--- src/rtl/btb_pkg.sv ---
// Shared constants for the branch target buffer: 2-bit counter encodings and
// default geometry.
package btb_pkg;
  localparam int BTB_ENTRIES = 16;
  localparam int BTB_PC_W    = 16;

  localparam logic [1:0] CNT_SNT = 2'b00;
  localparam logic [1:0] CNT_WNT = 2'b01;
  localparam logic [1:0] CNT_WT  = 2'b10;
  localparam logic [1:0] CNT_ST  = 2'b11;
endpackage

--- src/rtl/btb_predictor_sat_cnt2.sv ---
// Combinational 2-bit saturating counter step: increment on taken, decrement
// on not-taken, clamping at the strong states.
module sat_cnt2
  import btb_pkg::*;
(
  input  logic [1:0] cnt_i,
  input  logic       taken_i,
  output logic [1:0] cnt_o
);
  always_comb begin
    cnt_o = cnt_i;
    if (taken_i) begin
      if (cnt_i != CNT_ST) cnt_o = cnt_i + 2'b01;
    end else begin
      if (cnt_i != CNT_SNT) cnt_o = cnt_i - 2'b01;
    end
  end
endmodule

--- src/rtl/btb_predictor.sv ---
// Direct-mapped BTB with 2-bit direction counters: combinational lookup from
// the fetch PC, one-cycle-latency training from EX branch resolution.
module btb_predictor
  import btb_pkg::*;
#(
  parameter int ENTRIES = BTB_ENTRIES,
  parameter int PC_W    = BTB_PC_W
) (
  input  logic            clk,
  input  logic            rst,
  input  logic [PC_W-1:0] pc_IF,
  output logic            btb_hit_IF,
  output logic [PC_W-1:0] btb_target_IF,
  input  logic            upd_en_EX,
  input  logic [PC_W-1:0] upd_pc_EX,
  input  logic            upd_taken_EX,
  input  logic [PC_W-1:0] upd_target_EX,
  input  logic            flush_btb
);
  localparam int IDX_W = $clog2(ENTRIES);
  localparam int TAG_W = PC_W - IDX_W;

  logic [ENTRIES-1:0] valid_vec;
  logic [TAG_W-1:0]   tag_arr    [ENTRIES];
  logic [PC_W-1:0]    target_arr [ENTRIES];
  logic [1:0]         cnt_arr    [ENTRIES];

  logic [IDX_W-1:0] lk_idx, up_idx;
  logic [TAG_W-1:0] lk_tag, up_tag;
  logic             lk_match, up_hit, do_write;
  logic [1:0]       cnt_trained, new_cnt;
  logic [PC_W-1:0]  new_target;

  assign lk_idx = pc_IF[IDX_W-1:0];
  assign lk_tag = pc_IF[PC_W-1:IDX_W];
  assign up_idx = upd_pc_EX[IDX_W-1:0];
  assign up_tag = upd_pc_EX[PC_W-1:IDX_W];

  // Lookup reads the pre-update table; there is deliberately no bypass.
  assign lk_match      = valid_vec[lk_idx] && (tag_arr[lk_idx] == lk_tag);
  assign btb_hit_IF    = lk_match && cnt_arr[lk_idx][1];
  assign btb_target_IF = btb_hit_IF ? target_arr[lk_idx] : '0;

  assign up_hit = valid_vec[up_idx] && (tag_arr[up_idx] == up_tag);

  sat_cnt2 u_sat_cnt2 (
    .cnt_i   (cnt_arr[up_idx]),
    .taken_i (upd_taken_EX),
    .cnt_o   (cnt_trained)
  );

  // Not-taken misses never allocate; a flush in the same cycle suppresses the write.
  assign do_write   = upd_en_EX && !flush_btb && (up_hit || upd_taken_EX);
  assign new_cnt    = up_hit ? cnt_trained : CNT_WT;
  assign new_target = upd_taken_EX ? upd_target_EX : target_arr[up_idx];

  for (genvar gi = 0; gi < ENTRIES; gi++) begin : g_entry
    logic             valid_q, valid_d;
    logic [TAG_W-1:0] tag_q, tag_d;
    logic [PC_W-1:0]  target_q, target_d;
    logic [1:0]       cnt_q, cnt_d;
    logic             sel;

    assign sel = do_write && (up_idx == IDX_W'(gi));

    always_comb begin
      valid_d  = valid_q;
      tag_d    = tag_q;
      target_d = target_q;
      cnt_d    = cnt_q;
      if (flush_btb) begin
        valid_d = 1'b0;
      end else if (sel) begin
        valid_d  = 1'b1;
        tag_d    = up_tag;
        target_d = new_target;
        cnt_d    = new_cnt;
      end
    end

    always_ff @(posedge clk) begin
      if (rst) begin
        valid_q  <= 1'b0;
        tag_q    <= '0;
        target_q <= '0;
        cnt_q    <= CNT_WNT;
      end else begin
        valid_q  <= valid_d;
        tag_q    <= tag_d;
        target_q <= target_d;
        cnt_q    <= cnt_d;
      end
    end

    assign valid_vec[gi]  = valid_q;
    assign tag_arr[gi]    = tag_q;
    assign target_arr[gi] = target_q;
    assign cnt_arr[gi]    = cnt_q;
  end
endmodule
--- config.mk ---
export PLATFORM = sky130hd
export DESIGN_NAME = btb_predictor
export DESIGN_NICKNAME = d
export VERILOG_FILES = /design/src/rtl/btb_pkg.sv /design/src/rtl/btb_predictor_sat_cnt2.sv /design/src/rtl/btb_predictor.sv
export SDC_FILE = /design/constraint.sdc
export NUM_CORES = 1
export LEC_CHECK = 0
export CORE_UTILIZATION = 40
export CTS_BUF_LIST = sky130_fd_sc_hd__clkbuf_8
export DETAILED_ROUTE_END_ITERATION = 6
export SYNTH_ARGS = -nofsm -noshare
export SYNTH_HDL_FRONTEND = slang
export SYNTH_HIERARCHICAL = 1
export SYNTH_SLANG_ARGS = --single-unit
--- constraint.sdc ---
create_clock -name clk -period 6.2 [get_ports clk]
set_input_delay 1.24 -clock clk [delete_from_list [all_inputs] [get_ports clk]]
set_output_delay 1.24 -clock clk [all_outputs]
set_load 0.01 [all_outputs]
==> results of run 1 <==
## metrics by stage
step | hold WS, ns | utilization (%) | instances | worst slack (ns)
global placement | 0.444 | 42.6 | 3047 | 0.120
detailed placement | 0.454 | 42.6 | 3047 | 0.130
global route | 0.480 | 45.2 | 3204 | 0.0155
finish | 0.464 | 45.2 | 3205 | 0.164
CTS | 0.462 | 45.2 | 3203 | 0.113
floorplan | 0.432 | - | 2282 | 0.827
## layer usage
metal  share of wire (%)  wire length, µm  up-vias
met5                   0                0        -
met4                 2.8             2170        0
met3                 5.4             4190      159
met2                  47            37100      570
met1                  44            34800     9411
li1                    -                -     8283
## cell usage in the layout, fill, tap and decap left out, types with 4 or more instances in the layout
master	count
clkinv_2	7
a211o_1	4
a22oi_1	11
nand3_4	7
nor2_1	26
nand2b_1	479
nand2_1	39
a21oi_1	16
nand3b_1	4
a21o_1	18
nand4_1	17
nor2b_1	5
and2_1	22
buf_12	16
dfxtp_1	496
buf_4	47
inv_1	50
clkbuf_8	112
nand3_1	14
and3_1	5
o21ai_0	7
xnor2_1	19
clkdlybuf4s50_1	60
mux4_2	283
mux2i_1	511
## state kept, by name, summed over array words and instances (netlist names)
signal / flops
g_entry.valid_q: 16
g_entry.tag_q: 192
g_entry.cnt_q: 32
g_entry.target_q: 256
## power groups by stage
stage / sequential, µW / clock (µW) / combinational, µW
after floorplan: 3270 / 0 / 359
after global placement: 3280 / 0 / 515
after detailed placement: 3280 / 0 / 519
after CTS: 3210 / 3100 / 520
after global routing: 3210 / 3250 / 546
final: 3210 / 3030 / 516
## worst paths after layout
path,start,endpoint,slack [ns],cells after the start
min,g_entry[14].valid_q,g_entry[14].valid_q,0.46,2
max,pc_IF[0],btb_target_IF[3],0.16,10
max reg2reg,g_entry[6].tag_q[5],g_entry[10].tag_q[6],2.46,10
min reg2reg,g_entry[14].valid_q,g_entry[14].valid_q,0.46,2
## final cells by class
type                            count  area [µm²]  share of cell area [%]
Multi-Input combinational cell   1532       16200                    53.4
Antenna cell                        2        5.00                  0.0165
Inverter                           18        67.6                   0.222
Sequential cell                   496        9930                    32.6
Clock inverter                     46         234                   0.769
Timing Repair Buffer              128        1330                    4.38
Tap cell                          873        1090                    3.59
Clock buffer                      110        1510                    4.98
## critical path: stages
cell,delay (ns)
clkbuf_8,0.25
buf_4,0.38
mux4_2,0.55
mux4_2,0.49
xnor2_1,0.21
nand3_1,0.20
nor4_2,0.51
buf_12,0.26
and2_1,0.15
clkdlybuf4s50_1,0.54
## kinds of logic after synthesis
logic type                 Yosys count  share of synthesized area [%]
buffers and inverters              254                           4.22
xor gates and xnor gates            20                          0.643
DFF                                496                           36.5
muxes                              797                           42.3
and+or+nand+nor                    636                           14.2
AOI/OAI and AO/OA                   77                           2.05
adders and majority gates            2                         0.0827
==> summary.txt, run 1 <==
Yosys
  – Post-synthesis sequential area ratio: 36.5%
  – Dominant register cell in the synthesized netlist: dfxtp_1
  – Cell with the most instances after synthesis: mux2i_1
  – Syn_nets: 2335
  – Unique cell type count in the Yosys netlist: 56
  – Cell area after synthesis: 27200 µm²
  – Library cell with the largest summed area after synthesis: dfxtp_1
  – Most common library cells after synthesis: 511 x mux2i_1, 496 x dfxtp_1, 479 x nand2b_1
  – Number of flops mapped to enable cells by yosys: 0
  – Synth Register Bits: 496
  – Total of warnings raised by yosys: 6
  – Largest cells by area after synthesis: dfxtp_1 36%, mux4_2 23%, mux2i_1 19%
  – Share of async-settable or async-resettable flops after synthesis: 0%
  – Share of the synthesized area in the top cell type: 36.5%
  – Number of instances in the synthesized netlist: 2282
  – Post-synthesis area per instance: 11.9 µm²

STA
  – Post-route minimum period: 6.04 ns
  – Crit share post-route: 97.4%
  – Final-layout setup total negative slack: 0 ns
  – Achievable Freq: 166 MHz
  – Final-report hold violation count: 0
  – Total count of max-transition violations in the final report: 0
  – Setup repair after global routing missed its margin: false
  – Worst clock skew on the final layout: 0.0437 ns
  – Relative slew slack: 17.3%
  – Total setup violations reported at the end of the flow: 0
  – Transition at the pin with the smallest max-transition slack: 1.24 ns

Layout
  – Area overhead of the layout relative to synthesis: 11.8%
  – Share of final-layout standard cells stronger than drive strength 1: 21.4%
  – Total non-filler cell area in the finished layout: 30400 µm²
  – Total number of nets in the final design: 2317
  – Count of filler cells inserted in the layout: 6200

Global route
  – Pin count of the biggest net entering global routing: 165
  – Vias in the first global route: 19.3k
  – Layer with the highest usage after global routing: met2
  – Wire length of the first global-routing pass: 120000 µm
  – Met3 usage: 3.48%
  – Initial antenna violation count: 2
  – Met1 Usage GRT: 31.1%
  – GRT Util Overall: 22.8%
  – Met2 layer usage reported by global route: 37.1%
  – Total congestion overflow: 0

Setup path
  – Data required time of the worst path: 4.96 ns
  – Launching element type of the critical path: input pin
  – Capturing element type of the critical path: output pin
  – Path type of the worst setup path: in2out
  – Arrival time at the worst endpoint: 4.80 ns
  – Critical-path maximum fanout: 22

Pwr
  – Cell Int Power: 5020 µW
  – Proportion of total power due to net switching: 25.7%
  – Worst vdd ir: 0.145 mV
  – Clock network fraction of total power: 44.8%
  – Switch Pwr: 1730 µW
  – Power per cell area: 222 nW/µm²
  – Leakage Power: 0.0134 µW
  – Power consumption: 6750 µW
  – Part of the power in registers: 47.5%
  – Gate power share: 7.6%

Routing
  – Count of TritonRoute iterations in the first routing pass: 5
  – Final ANT Viol Nets: 0
  – Post-detailed-route DRC marker count: 0
  – Violation count after the first detailed-routing iteration: 1495
  – Post-detailed-route via-to-cell ratio: 5.75
  – Routed wire length: 78300 µm
  – Vias after detailed routing: 18.4k
  – Avg WL per Cell: 24.4 µm

Min path
  – Classification of the worst-slack hold path: reg2reg

Clock tree
  – Number of buffers added for setup after CTS: 0
  – Insertion delay of the later-clocked pin in the worst-skew pair: 0.71 ns
  – CTS tree: built
  – Root buffer selected by CTS: clkbuf_8
  – Clock Sinks: 496
  – Maximum count of clock buffers along a single path: 3
  – Clock buffers created by TritonCTS: 88
  – Level count of the clock H-tree: 3
  – Clock edge transition at the registers on the reported setup and hold paths: 0.06 ns
  – Post-CTS Hold Fix Bufs: 0
  – Number of instances resized during post-cts repair: 0

Placed design
  – Detailed placement HPWL: 47000 µm
  – Global placement routability congestion: 0.815
  – Port buffer count: 69
  – Area of placed instances: 28700 µm²

Floorplanning
  – Top Ports: 70
  – Initial core utilization: 40.5%
  – Die height: 263 µm
  – Number of core rows: 95
  – Die X-Extent: 263 µm
  – Floorplan core area: 67300 µm²
  – Total Die Area: 69100 µm²

Run
  – Max cap viols: 0

Status
  – Run status: completed
Note: power is estimated with default switching activity, not from simulation.
==> run 2, diff against run 1 <==
--- a/config.mk
+++ b/config.mk
@@ -9,4 +9,5 @@
 export CTS_BUF_LIST = sky130_fd_sc_hd__clkbuf_8
 export DETAILED_ROUTE_END_ITERATION = 6
+export SLEW_MARGIN = 20
 export SYNTH_ARGS = -nofsm -noshare
 export SYNTH_HDL_FRONTEND = slang
==> constraint.sdc (replaced) <==
create_clock -name clk -period 6.2 [get_ports clk]
set_input_delay 1.86 -clock clk [delete_from_list [all_inputs] [get_ports clk]]
set_output_delay 1.86 -clock clk [all_outputs]
set_load 0.01 [all_outputs]
==> run 2 against run 1 <==
Effect of this change: the flow now finishes with violations (setup timing); design area up 2.1%; largest power group unchanged; highest routed layer unchanged; combinational power up 7.0%; critical path type unchanged; sequential share of layout area down 0.68 points; setup slack worse by 0.56 ns; routed wire length up 4.6%.
==> summary.txt, run 2 (synthesis results as in run 1) <==
Status
  – Run status: finished, violations left (was completed)
  – Violated checks: setup timing

Pwr
  – Gate power share: 8.0% (was 7.6%)
  – Power per cell area: 222 nW/µm² (about the same)
  – Worst vdd ir: 0.128 mV (was 0.145 mV)
  – Leakage Power: 0.0138 µW (was 0.0134 µW)
  – Part of the power in registers: 46.4% (was 47.5%)
  – Switch Pwr: 1770 µW (was 1730 µW)
  – Clock network fraction of total power: 45.6% (was 44.8%)
  – Proportion of total power due to net switching: 25.7% (about the same)
  – Cell Int Power: 5130 µW (was 5020 µW)

Layout
  – Share of final-layout standard cells stronger than drive strength 1: 24.9% (was 21.4%)
  – Most common library cell in the layout ignoring fill and taps: mux2i_1 (unchanged)
  – Count of filler cells inserted in the layout: 6077 (was 6200)
  – Most frequent cells in the layout: 511 x mux2i_1, 496 x dfxtp_1, 479 x nand2b_1 (unchanged)
  – Area occupied by multi-input gates: 16300 µm² (was 16200 µm²)
  – Top flop regs: g_entry.target_q x256, g_entry.tag_q x192, g_entry.cnt_q x32 (unchanged)
  – Total number of nets in the final design: 2368 (was 2317)
  – Diodes inserted: 0 (was 2)
  – Flip-flop count of the largest register after layout: 256 (unchanged)
  – Final instance count without filler cells: 3258 (was 3205)
  – Final design utilization: 46.2% (was 45.2%)
  – Area overhead of the layout relative to synthesis: 14.1% (was 11.8%)
  – Sequential Area: 9930 µm² (unchanged)
  – Largest reg by FF count: g_entry.target_q (unchanged)

STA
  – Post-route minimum period: 6.59 ns (was 6.04 ns)
  – Post-layout worst setup margin: -0.394 ns (was 0.164 ns)
  – Crit share post-route: 106% (was 97.4%)
  – Total setup violations reported at the end of the flow: 17 (was 0)
  – Achievable Freq: 152 MHz (was 166 MHz)
  – Relative slew slack: 36.0% (was 17.3%)
  – Transition at the pin with the smallest max-transition slack: 0.960 ns (was 1.24 ns)
  – Worst clock skew on the final layout: 0.0346 ns (was 0.0437 ns)
  – Final-layout setup total negative slack: -6.31 ns (was 0 ns)
  – Total count of max-transition violations in the final report: 0 (unchanged)
  – Worst hold margin: 0.466 ns (was 0.464 ns)
  – Setup repair after global routing missed its margin: true (was false)
  – Final-report hold violation count: 0 (unchanged)

Clock tree
  – Insertion delay of the later-clocked pin in the worst-skew pair: 0.71 ns (about the same)
  – Clock edge transition at the registers on the reported setup and hold paths: 0.05 ns (was 0.06 ns)
  – Clock buffers created by TritonCTS: 87 (was 88)
  – CTS tree: built (unchanged)
  – Maximum count of clock buffers along a single path: 3 (unchanged)
  – Level count of the clock H-tree: 3 (unchanged)
  – Clock Sinks: 496 (unchanged)
  – Root buffer selected by CTS: clkbuf_8 (unchanged)
  – Post-CTS Hold Fix Bufs: 0 (unchanged)

Placed design
  – Instance count after placement with tap cells included: 3085 (was 3047)
  – Detailed placement HPWL: 50600 µm (was 47000 µm)
  – Global placement routability congestion: 0.870 (was 0.815)
  – Pre-CTS setup slack: -0.781 ns (was 0.130 ns)
  – Port buffer count: 69 (unchanged)

Floorplanning
  – Total Die Area: 69100 µm² (unchanged)
  – Initial core utilization: 40.5% (unchanged)
  – Die X-Extent: 263 µm (unchanged)
  – Die height: 263 µm (unchanged)
  – Number of core rows: 95 (unchanged)
  – Top Ports: 70 (unchanged)
  – Floorplan core area: 67300 µm² (unchanged)

Setup path
  – Critical-path maximum fanout: 8 (was 22)
  – Data required time of the worst path: 4.34 ns (was 4.96 ns)
  – Critical register-to-register path endpoint: g_entry[5].target_q[3] (was g_entry[10].tag_q[6])
  – Path type of the worst setup path: in2out (unchanged)
  – Launching element type of the critical path: input pin (unchanged)
  – Worst setup path startpoint: pc_IF[0] (unchanged)
  – Startpoint of the lowest-slack register-to-register path: g_entry[7].tag_q[5] (was g_entry[6].tag_q[5])
  – Capturing element type of the critical path: output pin (unchanged)
  – R2r setup slk: 2.51 ns (was 2.46 ns)
  – Arrival time at the worst endpoint: 4.73 ns (was 4.80 ns)
  – Worst setup path endpoint: btb_target_IF[1] (was btb_target_IF[3])
  – FF-to-FF path depth: 10 (unchanged)

Global route
  – GRT Util Overall: 23.8% (was 22.8%)
  – Wire length of the first global-routing pass: 125000 µm (was 120000 µm)
  – Pin count of the biggest net entering global routing: 169 (was 165)
  – Total congestion overflow: 0 (unchanged)
  – Initial antenna violation count: 0 (was 2)
  – Vias in the first global route: 20.2k (was 19.3k)

Min path
  – Classification of the worst-slack hold path: reg2reg (unchanged)

Routing
  – Violation count after the first detailed-routing iteration: 1531 (was 1495)
  – Post-detailed-route via-to-cell ratio: 5.84 (was 5.75)
  – Count of TritonRoute iterations in the first routing pass: 7 (was 5)
  – Routed wire length: 81900 µm (was 78300 µm)
  – Final ANT Viol Nets: 0 (unchanged)
  – Vias after detailed routing: 19.0k (was 18.4k)
  – Avg WL per Cell: 25.1 µm (was 24.4 µm)
  – Post-detailed-route DRC marker count: 0 (unchanged)

Run
  – Max cap viols: 0 (unchanged)
==> run 2: cell count changes in the layout (fill, tap and decap cells not counted), sizes merged <==
cell           before  now
bufinv              0    2
diode               2    0
inv                52   48
clkbuf            112  113
clkinv             10   13
clkinvlp            2    3
clkdlybuf4s50      60   43
buf                66  135
==> run 2: routing by layer <==
layer / global-route usage [%] / wire (µm) / up-vias / share of wire, %
met5: 0 / 0 / - / 0
met4: 9.23 / 2830 / 0 / 3.5
met3: 3.81 / 4530 / 195 / 5.5
met2: 38.6 / 38700 / 629 / 47
met1: 31.8 / 35800 / 9843 / 44
li1: - / - / 8376 / -
==> run 2: worst min path at each step <==
stage               slack (ns)  cells after the start                 from                   to
global placement          0.45                      2  g_entry[10].valid_q  g_entry[10].valid_q
detailed placement        0.45                      2  g_entry[14].valid_q  g_entry[14].valid_q
CTS                       0.46                      2  g_entry[14].valid_q  g_entry[14].valid_q
global route              0.48                      2   g_entry[9].valid_q   g_entry[9].valid_q
floorplan                 0.43                      2  g_entry[14].valid_q  g_entry[14].valid_q
finish                    0.47                      2  g_entry[14].valid_q  g_entry[14].valid_q
==> run 2: area by class of cell <==
| cell class | instances | share of cell area [%] |
|---|---|---|
| inverters | 18 | 0.217 |
| repair buffers | 180 | 5.98 |
| clock inverters | 48 | 0.902 |
| multi-input cells | 1532 | 52.5 |
| clock buffers | 111 | 4.92 |
| flip-flops and latches | 496 | 32.0 |
| well taps | 873 | 3.52 |
==> run 2: through the flow <==
step,power [µW],area [µm²]
global placement,3810,29000
CTS,6960,31000
detailed placement,3820,29000
global route,7140,31100
finish,6910,31100
floorplan,3630,27300
==> run 2: critical path, stage by stage <==
cell,delay (ns)
clkbuf_16,0.14
buf_12,0.11
buf_4,0.14
mux4_2,0.50
mux4_2,0.50
xnor2_2,0.19
o211ai_1,0.22
nor4_4,0.45
buf_12,0.20
buf_12,0.17
and2_4,0.16
buf_6,0.09
==> run 2: power by group through the flow <==
stage | Combinational [µW] | Sequential [µW] | Clock (µW)
global route | 580 | 3210 | 3360
floorplan | 361 | 3270 | 0
finish | 552 | 3210 | 3150
global placement | 535 | 3280 | 0
detailed placement | 541 | 3280 | 0
CTS | 547 | 3210 | 3210
==> run 2: repair_timing <==
action                                 4_1_cts  5_1_grt
buffers inserted                             7        6
gates cloned                                 1        0
setup endpoints to repair                   17       17
gates resized for setup                    110        3
pin swaps                                    4        3
endpoints found under the hold margin        0        0
==> run 3, diff against run 2 <==
CORE_UTILIZATION = 55   (was 40)
PLACE_DENSITY = 0.72   (was default)
==> run 3 against run 2 <==
Effect of this change: the run ends with DRC, setup timing left; sequential share of layout area up 0.48 points; worst hold slack worse by 0.0078 ns; design area down 1.5%; sequential power about the same; combinational power down 2%; utilization up 16 points; routed wire length down 7.4%; highest routed layer unchanged.
==> summary.txt, run 3 (synthesis results as in run 1) <==
Global route
  – Met1 Usage GRT: 40.1% (was 31.8%)
  – Met2 layer usage reported by global route: 49.6% (was 38.6%)
  – Vias in the first global route: 19.7k (was 20.2k)
  – Pin count of the biggest net entering global routing: 135 (was 169)
  – Total congestion overflow: 0 (unchanged)
  – Initial antenna violation count: 0 (unchanged)
  – Wire length of the first global-routing pass: 117000 µm (was 125000 µm)
  – Met3 usage: 5.38% (was 3.81%)
  – Layer with the highest usage after global routing: met2 (unchanged)
  – GRT Util Overall: 30.6% (was 23.8%)

Clock tree
  – Root buffer selected by CTS: clkbuf_8 (unchanged)
  – Clock Sinks: 496 (unchanged)
  – Level count of the clock H-tree: 3 (unchanged)
  – Insertion delay of the later-clocked pin in the worst-skew pair: 0.70 ns (was 0.71 ns)
  – Clock edge transition at the registers on the reported setup and hold paths: 0.06 ns (was 0.05 ns)
  – Post-CTS Hold Fix Bufs: 0 (unchanged)
  – Clock buffers created by TritonCTS: 85 (was 87)
  – Maximum count of clock buffers along a single path: 3 (unchanged)
  – CTS tree: built (unchanged)

Status
  – Violated checks: DRC, setup timing (was setup timing)
  – Run status: finished, violations left (unchanged)

Layout
  – Final instance count without filler cells: 3035 (was 3258)
  – Area overhead of the layout relative to synthesis: 12.5% (was 14.1%)
  – Diodes inserted: 0 (unchanged)
  – Flip-flop count of the largest register after layout: 256 (unchanged)
  – Sequential Area: 9930 µm² (unchanged)
  – Most common library cell in the layout ignoring fill and taps: mux2i_1 (unchanged)
  – Total number of nets in the final design: 2360 (was 2368)
  – Largest reg by FF count: g_entry.target_q (unchanged)
  – Count of filler cells inserted in the layout: 3860 (was 6077)
  – Top flop regs: g_entry.target_q x256, g_entry.tag_q x192, g_entry.cnt_q x32 (unchanged)
  – Area occupied by multi-input gates: 16300 µm² (about the same)
  – Share of final-layout standard cells stronger than drive strength 1: 24.7% (was 24.9%)
  – Most frequent cells in the layout: 511 x mux2i_1, 496 x dfxtp_1, 479 x nand2b_1 (unchanged)

Pwr
  – Power per cell area: 220 nW/µm² (was 222 nW/µm²)
  – Power consumption: 6720 µW (was 6910 µW)
  – Worst vdd ir: 0.160 mV (was 0.128 mV)
  – Leakage Power: 0.0137 µW (was 0.0138 µW)

Floorplanning
  – Total Die Area: 50400 µm² (was 69100 µm²)
  – Number of core rows: 81 (was 95)
  – Initial core utilization: 55.7% (was 40.5%)
  – Die X-Extent: 224 µm (was 263 µm)
  – Floorplan core area: 48800 µm² (was 67300 µm²)
  – Die height: 224 µm (was 263 µm)
  – Top Ports: 70 (unchanged)

STA
  – Crit share post-route: 104% (was 106%)
  – Post-route minimum period: 6.44 ns (was 6.59 ns)
  – Post-layout worst setup margin: -0.244 ns (was -0.394 ns)
  – Final-layout setup total negative slack: -3.93 ns (was -6.31 ns)
  – Relative slew slack: 30.4% (was 36.0%)
  – Total setup violations reported at the end of the flow: 17 (unchanged)
  – Transition at the pin with the smallest max-transition slack: 1.04 ns (was 0.960 ns)
  – Setup repair after global routing missed its margin: true (unchanged)
  – Total count of max-transition violations in the final report: 0 (unchanged)
  – Achievable Freq: 155 MHz (was 152 MHz)
  – Final-report hold violation count: 0 (unchanged)
  – Worst clock skew on the final layout: 0.0347 ns (was 0.0346 ns)

Routing
  – Post-detailed-route via-to-cell ratio: 6.25 (was 5.84)
  – Count of TritonRoute iterations in the first routing pass: 7 (unchanged)
  – Post-detailed-route DRC marker count: 2 (was 0)
  – Routed wire length: 75800 µm (was 81900 µm)
  – Violation count after the first detailed-routing iteration: 1681 (was 1531)
  – Final ANT Viol Nets: 0 (unchanged)
  – Vias after detailed routing: 19.0k (about the same)
  – Avg WL per Cell: 25.0 µm (was 25.1 µm)

Setup path
  – Capturing element type of the critical path: output pin (unchanged)
  – Slowest Stage Delay on Critical Path: 0.51 ns (was 0.50 ns)
  – Path type of the worst setup path: in2out (unchanged)
  – Buffers plus inverters on the worst setup path: 7 (was 6)
  – Worst setup path startpoint: pc_IF[0] (unchanged)
  – FF-to-FF path depth: 10 (unchanged)
  – Data required time of the worst path: 4.34 ns (about the same)
  – Critical register-to-register path endpoint: g_entry[14].tag_q[7] (was g_entry[5].target_q[3])
  – R2r setup slk: 2.63 ns (was 2.51 ns)
  – Most repeated library cell on the critical path: buf_6 (was buf_12)
  – Launching element type of the critical path: input pin (unchanged)
  – Arrival time at the worst endpoint: 4.58 ns (was 4.73 ns)
  – Cell at the slowest stage of the critical path: mux4_2 (unchanged)
  – Critical-path maximum fanout: 8 (unchanged)
  – Ordered list of cells on the worst path: clkbuf_16, buf_12, buf_6, buf_6, mux4_2, mux4_2, xnor2_2, nand3_2, nor4_4, buf_6, buf_12, and2_4, buf_6 (was clkbuf_16, buf_12, buf_4, mux4_2, mux4_2, xnor2_2, o211ai_1, nor4_4, buf_12, buf_12, and2_4, buf_6)
  – Largest delay contributor family on the critical path: multiplexers (unchanged)
  – Startpoint of the lowest-slack register-to-register path: g_entry[5].tag_q[5] (was g_entry[7].tag_q[5])

Placed design
  – Port buffer count: 69 (unchanged)
  – Global placement routability congestion: 0.871 (was 0.870)
  – Detailed placement HPWL: 46300 µm (was 50600 µm)
  – Instance count after placement with tap cells included: 2873 (was 3085)

Min path
  – End of the worst hold path: g_entry[15].valid_q (was g_entry[14].valid_q)
  – Worst hold path startpoint: g_entry[15].valid_q (was g_entry[14].valid_q)
  – Classification of the worst-slack hold path: reg2reg (unchanged)
  – Number of instances on the worst hold path: 2 (unchanged)

Run
  – Max cap viols: 0 (unchanged)
## run 3: changes by cell type in the layout (fill, tap and decap cells not counted), sizes merged
cell      previous run  this run
bufinv               2         1
buf                135       129
clkinvlp             3         4
clkbuf             113       107
clkinv              13        11
## run 3: cell type report
class | count | share of cell area [%]
repair buffers | 174 | 5.69
clock inverters | 46 | 0.813
multi-input cells | 1532 | 53.4
clock buffers | 105 | 4.72
well taps | 664 | 2.71
inverters | 18 | 0.221
flip-flops and latches | 496 | 32.4
## run 3: repair_timing
action,CTS,global route
pin swaps,7,8
gates cloned,2,0
gates resized for setup,115,17
setup endpoints to repair,17,17
setup buffers,10,2
## run 3: where the power goes
part	total, µW	internal [µW]	switching [µW]	leakage, µW
sequential	3210	3200	8.52	0.00400
clock	2980	1570	1400	0.000976
combinational	541	239	303	0.00875
## run 3: metal layers
layer,vias to the layer above,share of wire [%]
met5,-,0
met4,0,4.6
met3,230,6.7
met2,697,47
met1,9669,41
li1,8361,-
## run 3: worst max-delay path by stage
stage,to,slack (ns),depth (start not counted)
floorplan,btb_target_IF[10],0.0004,8
global route,btb_target_IF[11],-0.28,13
global placement,btb_target_IF[12],-0.72,10
detailed placement,btb_target_IF[7],-0.72,10
CTS,btb_target_IF[15],-0.33,14
finish,btb_target_IF[11],-0.24,13
## run 3: per-stage QoR
| step | hold slack [ns] | cell area, µm² | util [%] | worst slack (ns) |
|---|---|---|---|---|
| after CTS | 0.461 | 30600 | 62.6 | -0.331 |
| after global routing | 0.482 | 30600 | 62.7 | -0.280 |
| after global placement | 0.445 | 28600 | 58.6 | -0.721 |
| after floorplan | 0.432 | 27300 | - | 0.000371 |
| final | 0.459 | 30600 | 62.7 | -0.244 |
| after detailed placement | 0.452 | 28600 | 58.6 | -0.723 |
## run 3: worst min-delay path: stages, from the launching register on
cell	delay, ns
dfxtp_1	0.32
inv_1	0.05
a21oi_1	0.05
